### config.mk
export PLATFORM = sky130hd
export DESIGN_NAME = junction_turn_sequencer
export DESIGN_NICKNAME = d
export VERILOG_FILES = /design/src/rtl/junction_turn_sequencer.sv
export SDC_FILE = /design/constraint.sdc
export NUM_CORES = 1
export LEC_CHECK = 0
export ABC_AREA = 1
export ABC_CLOCK_PERIOD_IN_PS = 3800
export CAP_MARGIN = 20
export CORE_MARGIN = 2
export CORE_UTILIZATION = 55
export DETAILED_ROUTE_END_ITERATION = 12
export GPL_TIMING_DRIVEN = 0
export HOLD_SLACK_MARGIN = 0.15
export PLACE_DENSITY = 0.79
export RECOVER_POWER = 50
export SYNTH_ARGS = -nofsm -noshare
export SYNTH_HDL_FRONTEND = slang
export SYNTH_SLANG_ARGS = --single-unit
### constraint.sdc
create_clock -name clk -period 3.8 [get_ports clk]
set_input_delay 0.76 -clock clk [delete_from_list [all_inputs] [get_ports clk]]
set_output_delay 0.76 -clock clk [all_outputs]
set_load 0.01 [all_outputs]
### src/rtl/junction_turn_sequencer.sv
// Encoder-closed-loop junction maneuver controller for the two-motor drive.
// Optional RUN timeout is built when SEQ_TIMEOUT_EN is defined.
module junction_turn_sequencer #(
    parameter int CLK_HZ          = 50_000_000,
    parameter int FILT_CYC        = 4,
    parameter int STRAIGHT_PULSES = 20,
    parameter int TURN_PULSES     = 12,
    parameter int BACK_PULSES     = 24,
    parameter int SETTLE_CYC      = CLK_HZ / 20,
    parameter int TIMEOUT_CYC     = CLK_HZ * 2
) (
    input  logic       clk,
    input  logic       rst,
    input  logic       start,
    input  logic [2:0] dir,
    input  logic       abort,
    input  logic       shaft_l,
    input  logic       shaft_r,
    output logic [3:0] hb_in,
    output logic [1:0] sel_a,
    output logic [1:0] sel_b,
    output logic       busy,
    output logic       done,
    output logic       aborted,
    output logic       timeout_err,
    output logic       reverse_out
);

    typedef enum logic [1:0] {
        IDLE,
        RUN,
        BRAKE,
        DONE
    } state_t;

    localparam logic [2:0] D_STR   = 3'd0;
    localparam logic [2:0] D_LEFT  = 3'd1;
    localparam logic [2:0] D_RIGHT = 3'd2;
    localparam logic [2:0] D_BACK  = 3'd3;

    state_t      state;
    state_t      state_n;
    logic [2:0]  dir_q;
    logic [7:0]  target;
    logic [7:0]  target_n;
    logic [1:0]  s1;
    logic [1:0]  s2;
    logic [1:0]  flt;
    logic [1:0]  flt_d;
    logic [3:0]  fc [2];
    logic [7:0]  cnt [2];
    logic [31:0] cyc;
    logic        hit_l;
    logic        hit_r;
    logic        tmo;
    logic        accept;
    logic        kill;
    logic        motion;
    logic [3:0]  hb_c;
    logic [1:0]  sa_c;
    logic [1:0]  sb_c;

    assign accept = (state == IDLE) && start && !abort;
    assign kill   = abort && (state != IDLE);
    assign motion = (dir[2] == 1'b0);
    assign hit_l  = (cnt[0] >= target);
    assign hit_r  = (cnt[1] >= target);

    always_comb begin
        target_n = 8'd0;
        case (dir)
            D_STR:   target_n = 8'(STRAIGHT_PULSES);
            D_LEFT:  target_n = 8'(TURN_PULSES);
            D_RIGHT: target_n = 8'(TURN_PULSES);
            D_BACK:  target_n = 8'(BACK_PULSES);
            default: target_n = 8'd0;
        endcase
    end

    // Bit 0 is the left wheel, bit 1 the right wheel.
    always_ff @(posedge clk or posedge rst) begin
        if (rst) begin
            s1    <= '0;
            s2    <= '0;
            flt   <= '0;
            flt_d <= '0;
            for (int i = 0; i < 2; i++) begin
                fc[i]  <= '0;
                cnt[i] <= '0;
            end
        end else begin
            s1    <= {shaft_r, shaft_l};
            s2    <= s1;
            flt_d <= flt;
            for (int i = 0; i < 2; i++) begin
                if (s2[i] == flt[i]) begin
                    fc[i] <= '0;
                end else if (fc[i] == 4'(FILT_CYC - 1)) begin
                    flt[i] <= s2[i];
                    fc[i]  <= '0;
                end else begin
                    fc[i] <= fc[i] + 4'd1;
                end
                if (accept) begin
                    cnt[i] <= '0;
                end else if (flt[i] && !flt_d[i] && cnt[i] != 8'hff) begin
                    cnt[i] <= cnt[i] + 8'd1;
                end
            end
        end
    end

`ifdef SEQ_TIMEOUT_EN
    assign tmo = (state == RUN) && (cyc == 32'(TIMEOUT_CYC - 1));

    always_ff @(posedge clk or posedge rst) begin
        if (rst) begin
            timeout_err <= 1'b0;
        end else if (accept) begin
            timeout_err <= 1'b0;
        end else if (tmo && !abort && !(hit_l && hit_r)) begin
            timeout_err <= 1'b1;
        end
    end
`else
    assign tmo         = 1'b0;
    assign timeout_err = 1'b0;
`endif

    always_comb begin
        state_n = state;
        unique case (state)
            IDLE: begin
                if (accept) state_n = motion ? RUN : DONE;
            end
            RUN: begin
                if (abort) state_n = IDLE;
                else if ((hit_l && hit_r) || tmo) state_n = BRAKE;
            end
            BRAKE: begin
                if (abort) state_n = IDLE;
                else if (cyc == 32'(SETTLE_CYC - 1)) state_n = DONE;
            end
            DONE: state_n = IDLE;
            default: state_n = IDLE;
        endcase
    end

    always_comb begin
        hb_c = 4'b0000;
        sa_c = 2'd0;
        sb_c = 2'd0;
        if (state == RUN) begin
            case (dir_q)
                D_STR:   begin hb_c = 4'b0110; sa_c = 2'd1; sb_c = 2'd1; end
                D_LEFT:  begin hb_c = 4'b1010; sa_c = 2'd2; sb_c = 2'd3; end
                D_RIGHT: begin hb_c = 4'b0101; sa_c = 2'd3; sb_c = 2'd2; end
                D_BACK:  begin hb_c = 4'b1001; sa_c = 2'd1; sb_c = 2'd1; end
                default: begin hb_c = 4'b0000; sa_c = 2'd0; sb_c = 2'd0; end
            endcase
            if (hit_l) sa_c = 2'd0;
            if (hit_r) sb_c = 2'd0;
        end
    end

    always_ff @(posedge clk or posedge rst) begin
        if (rst) begin
            state  <= IDLE;
            dir_q  <= '0;
            target <= '0;
            cyc    <= '0;
        end else begin
            state <= state_n;
            if (accept) begin
                dir_q  <= dir;
                target <= target_n;
            end
            if (state_n != state) cyc <= '0;
            else if (state != IDLE) cyc <= cyc + 32'd1;
        end
    end

    // Outputs lag the state by one edge; abort clears them on its own edge.
    always_ff @(posedge clk or posedge rst) begin
        if (rst) begin
            hb_in       <= '0;
            sel_a       <= '0;
            sel_b       <= '0;
            busy        <= 1'b0;
            done        <= 1'b0;
            aborted     <= 1'b0;
            reverse_out <= 1'b0;
        end else if (kill) begin
            hb_in   <= '0;
            sel_a   <= '0;
            sel_b   <= '0;
            busy    <= 1'b0;
            done    <= 1'b0;
            aborted <= 1'b1;
        end else begin
            hb_in   <= hb_c;
            sel_a   <= sa_c;
            sel_b   <= sb_c;
            busy    <= (state != IDLE);
            done    <= (state == DONE);
            aborted <= 1'b0;
            if (state == DONE && !timeout_err && dir_q[2] == 1'b0) begin
                reverse_out <= (dir_q == D_BACK);
            end
        end
    end

endmodule

==> run summary <==
Status - complete, no violations
Period minus WS final - 2130 ps
Worst-Skew Late Latency - 370 ps
Setup crit end kind - flip-flop
# port buffers - 20
Sink Count - 84
Post-synth top area cell - dfrtp_1
Clk_skew - 14.1 ps
# H-tree levels - 3
Io pins - 22
Die height - 94.1 µm
Clock buffer depth - 2
Syn Std Cell Area - 4470 µm²
Largest net degree at the start of global routing - 62
Worst EP required - 4050 ps
Post-CTS Setup Bufs - 0
Syn nets - 569
Crit start category - primary input
Initial antenna violation count - 0
Vias per cell - 5.22
Crit Path Max Fanout - 10
Initial core utilization - 0.572
Residual DRC - 0
CTS Root Cell - clkbuf_8
Asr flop ratio synth - 1.00
Post-synth top area share - 0.470
Worst min path class - reg2reg
Area growth syn-to-layout - 12.4%
PD cells - 552 nW/µm²
RSZ-0062 raised after global routing - false
Routed len/inst - 13.1 µm
Overall Power - 0.00277 W
Vias - 3584
DR pass1 iterations - 4
Total grt overflow - 0
Max-cap viol count - 0
CTS Buf Count - 9
# setup viols final - 0
Die area - 8860 µm²
YS warnings - 0
Die X - 94.1 µm
Hold Fails Final Rpt - 0
# hold bufs at CTS - 0
Distinct cells, synth - 39
Final hold slack - 367 ps
Overall Global Routing Usage - 0.234
Least-Margin Pin Slew - 1130 ps
Worst EP arrival - 2380 ps
Routability cong. - 0.867
Commonest non-fill, non-tap cell in the layout - nand2_1
Flops & latches, synth - 84
Final net count - 601
Fmax - 0.469 GHz
Hold wc startpoint - s1[1]$_DFF_PP0_
Fin util - 0.643
N_diodes - 0
WL final - 8990 µm
Critical path class - in2reg
CTS clock-pin slew for the worst setup and hold paths - 100 ps
Post-route setup TNS - 0 ps
Slew HR - 0.241
Top cells by area, synth - dfrtp_1, nand2_1, nor2_1, inv_1, xor2_1
Number of cell rows - 32
CTS tree - built
Sequential-to-total area share from yosys stat - 0.470
Vias in the first global route - 3628
Worst R2R Start - state[1]$_DFF_PP0_
Hpwl dp - 6660 µm
Peak supply drop - 367 µV
Ys flop type - dfrtp_1
EDFF count, synth - 0
Most frequent cells in the layout - nand2_1, nor2_1, dfrtp_1, inv_1, nand3_1
LEAKAGE - 2.37 nW
Mean Syn Cell Area - 8.17 µm²
Slew Limit Fails - 0
Post_cts resized - 0
Critical path startpoint - abort
Layout cells sized above 1 - 0.104
Synth Instances - 547
Core area - 7810 µm²
First-pass GRT wire length - 16100 µm
Period Utilization, post-route - 0.561
DRT iter0 DRCs - 179
Routed Antenna Nets - 0
## cells by family (layout without fill, tap and decap cells)
logic type	after synthesis	in the layout	share of synthesized area
xor+xnor	25	25	0.0490
simple gates	294	294	0.309
other cells	1	1	0.000839
fa+ha+maj	13	13	0.0364
buf+inv	87	124	0.0801
compound gates	42	42	0.0512
mux	1	1	0.00252
flops	84	84	0.470
## where the power goes
| part | leakage (nW) | switching (W) | internal (W) | total [W] |
|---|---|---|---|---|
| Sequential | 1.13 | 0.000100 | 0.00104 | 0.00114 |
| Combinational | 1.14 | 0.000613 | 0.000342 | 0.000955 |
| Clock | 0.101 | 0.000362 | 0.000313 | 0.000675 |
| Total | 2.37 | 0.00108 | 0.00170 | 0.00277 |
## layer usage
metal	share of wire	global-route usage	wire (µm)
met1	0.47	0.310	4190
met5	0	0	0
met2	0.47	0.380	4260
met3	0.048	0.0530	431
met4	0.013	0.0797	114
## registers in the layout, indices dropped and copies added (netlist names)
signal / count
sel_b: 2
target: 3
cnt: 16
state: 2
cyc: 32
fc: 8
hb_in: 4
sel_a: 2
reverse_out: 1
done: 1
aborted: 1
s2: 2
flt_d: 2
busy: 1
dir_q: 3
s1: 2
flt: 2
## synth_stat cells, types with 2 or more instances
master	number
nor3_2	5
xnor2_1	6
inv_2	3
nand2_2	7
nand2_1	99
ha_1	13
clkbuf_1	3
o211ai_1	2
nand3_2	5
nor2_1	88
o21ai_1	2
nand4_1	14
a21oi_1	15
nor2_2	10
buf_6	2
nand3_1	31
xor2_1	19
a31oi_1	3
dfrtp_1	84
nor2_4	4
and2_1	2
o21ai_0	16
inv_1	76
nor3_1	23
## worst max-delay path, cell delays in order
cell and delay [ps]:
clkdlybuf4s50_1 470, inv_1 150, nand3_2 130, inv_2 170
nand2_1 80, nand2_1 60, inv_1 50, nand3_1 90
nand2_2 80, nand2_4 110, buf_8 160, nor3_2 50
## through the flow
step	instances	setup slack, ps	area (µm²)
finish	686	1670	5020
global route	686	1490	5020
CTS	686	1690	5030
detailed placement	670	1300	4830
global placement	669	-381	4800
floorplan	547	875	4470
## area by class of cell
class	count	area, µm²
clock inverter	7	81.3
multi-input combinational	376	2000
clock buffer	9	124
fill	645	2790
sequential	84	2100
timing repair buffer	21	228
buffer	8	60.1
tap	102	128
inverter	79	298
## path summary, 6_finish.rpt
kind                                             to  slack (ps)  cells past startpoint
min in group asynchronous       cyc[14]$_DFFE_PP0P_        1070                      2
worst min register to register      s2[1]$_DFF_PP0_         370                      0
worst min-delay path                s2[1]$_DFF_PP0_         370                      0
max in group asynchronous       cyc[24]$_DFFE_PP0P_        1950                      3
worst max register to register   cyc[2]$_DFFE_PP0P_        1820                     11
worst max-delay path             cyc[2]$_DFFE_PP0P_        1670                     12
(Power assumes the default switching activity.)
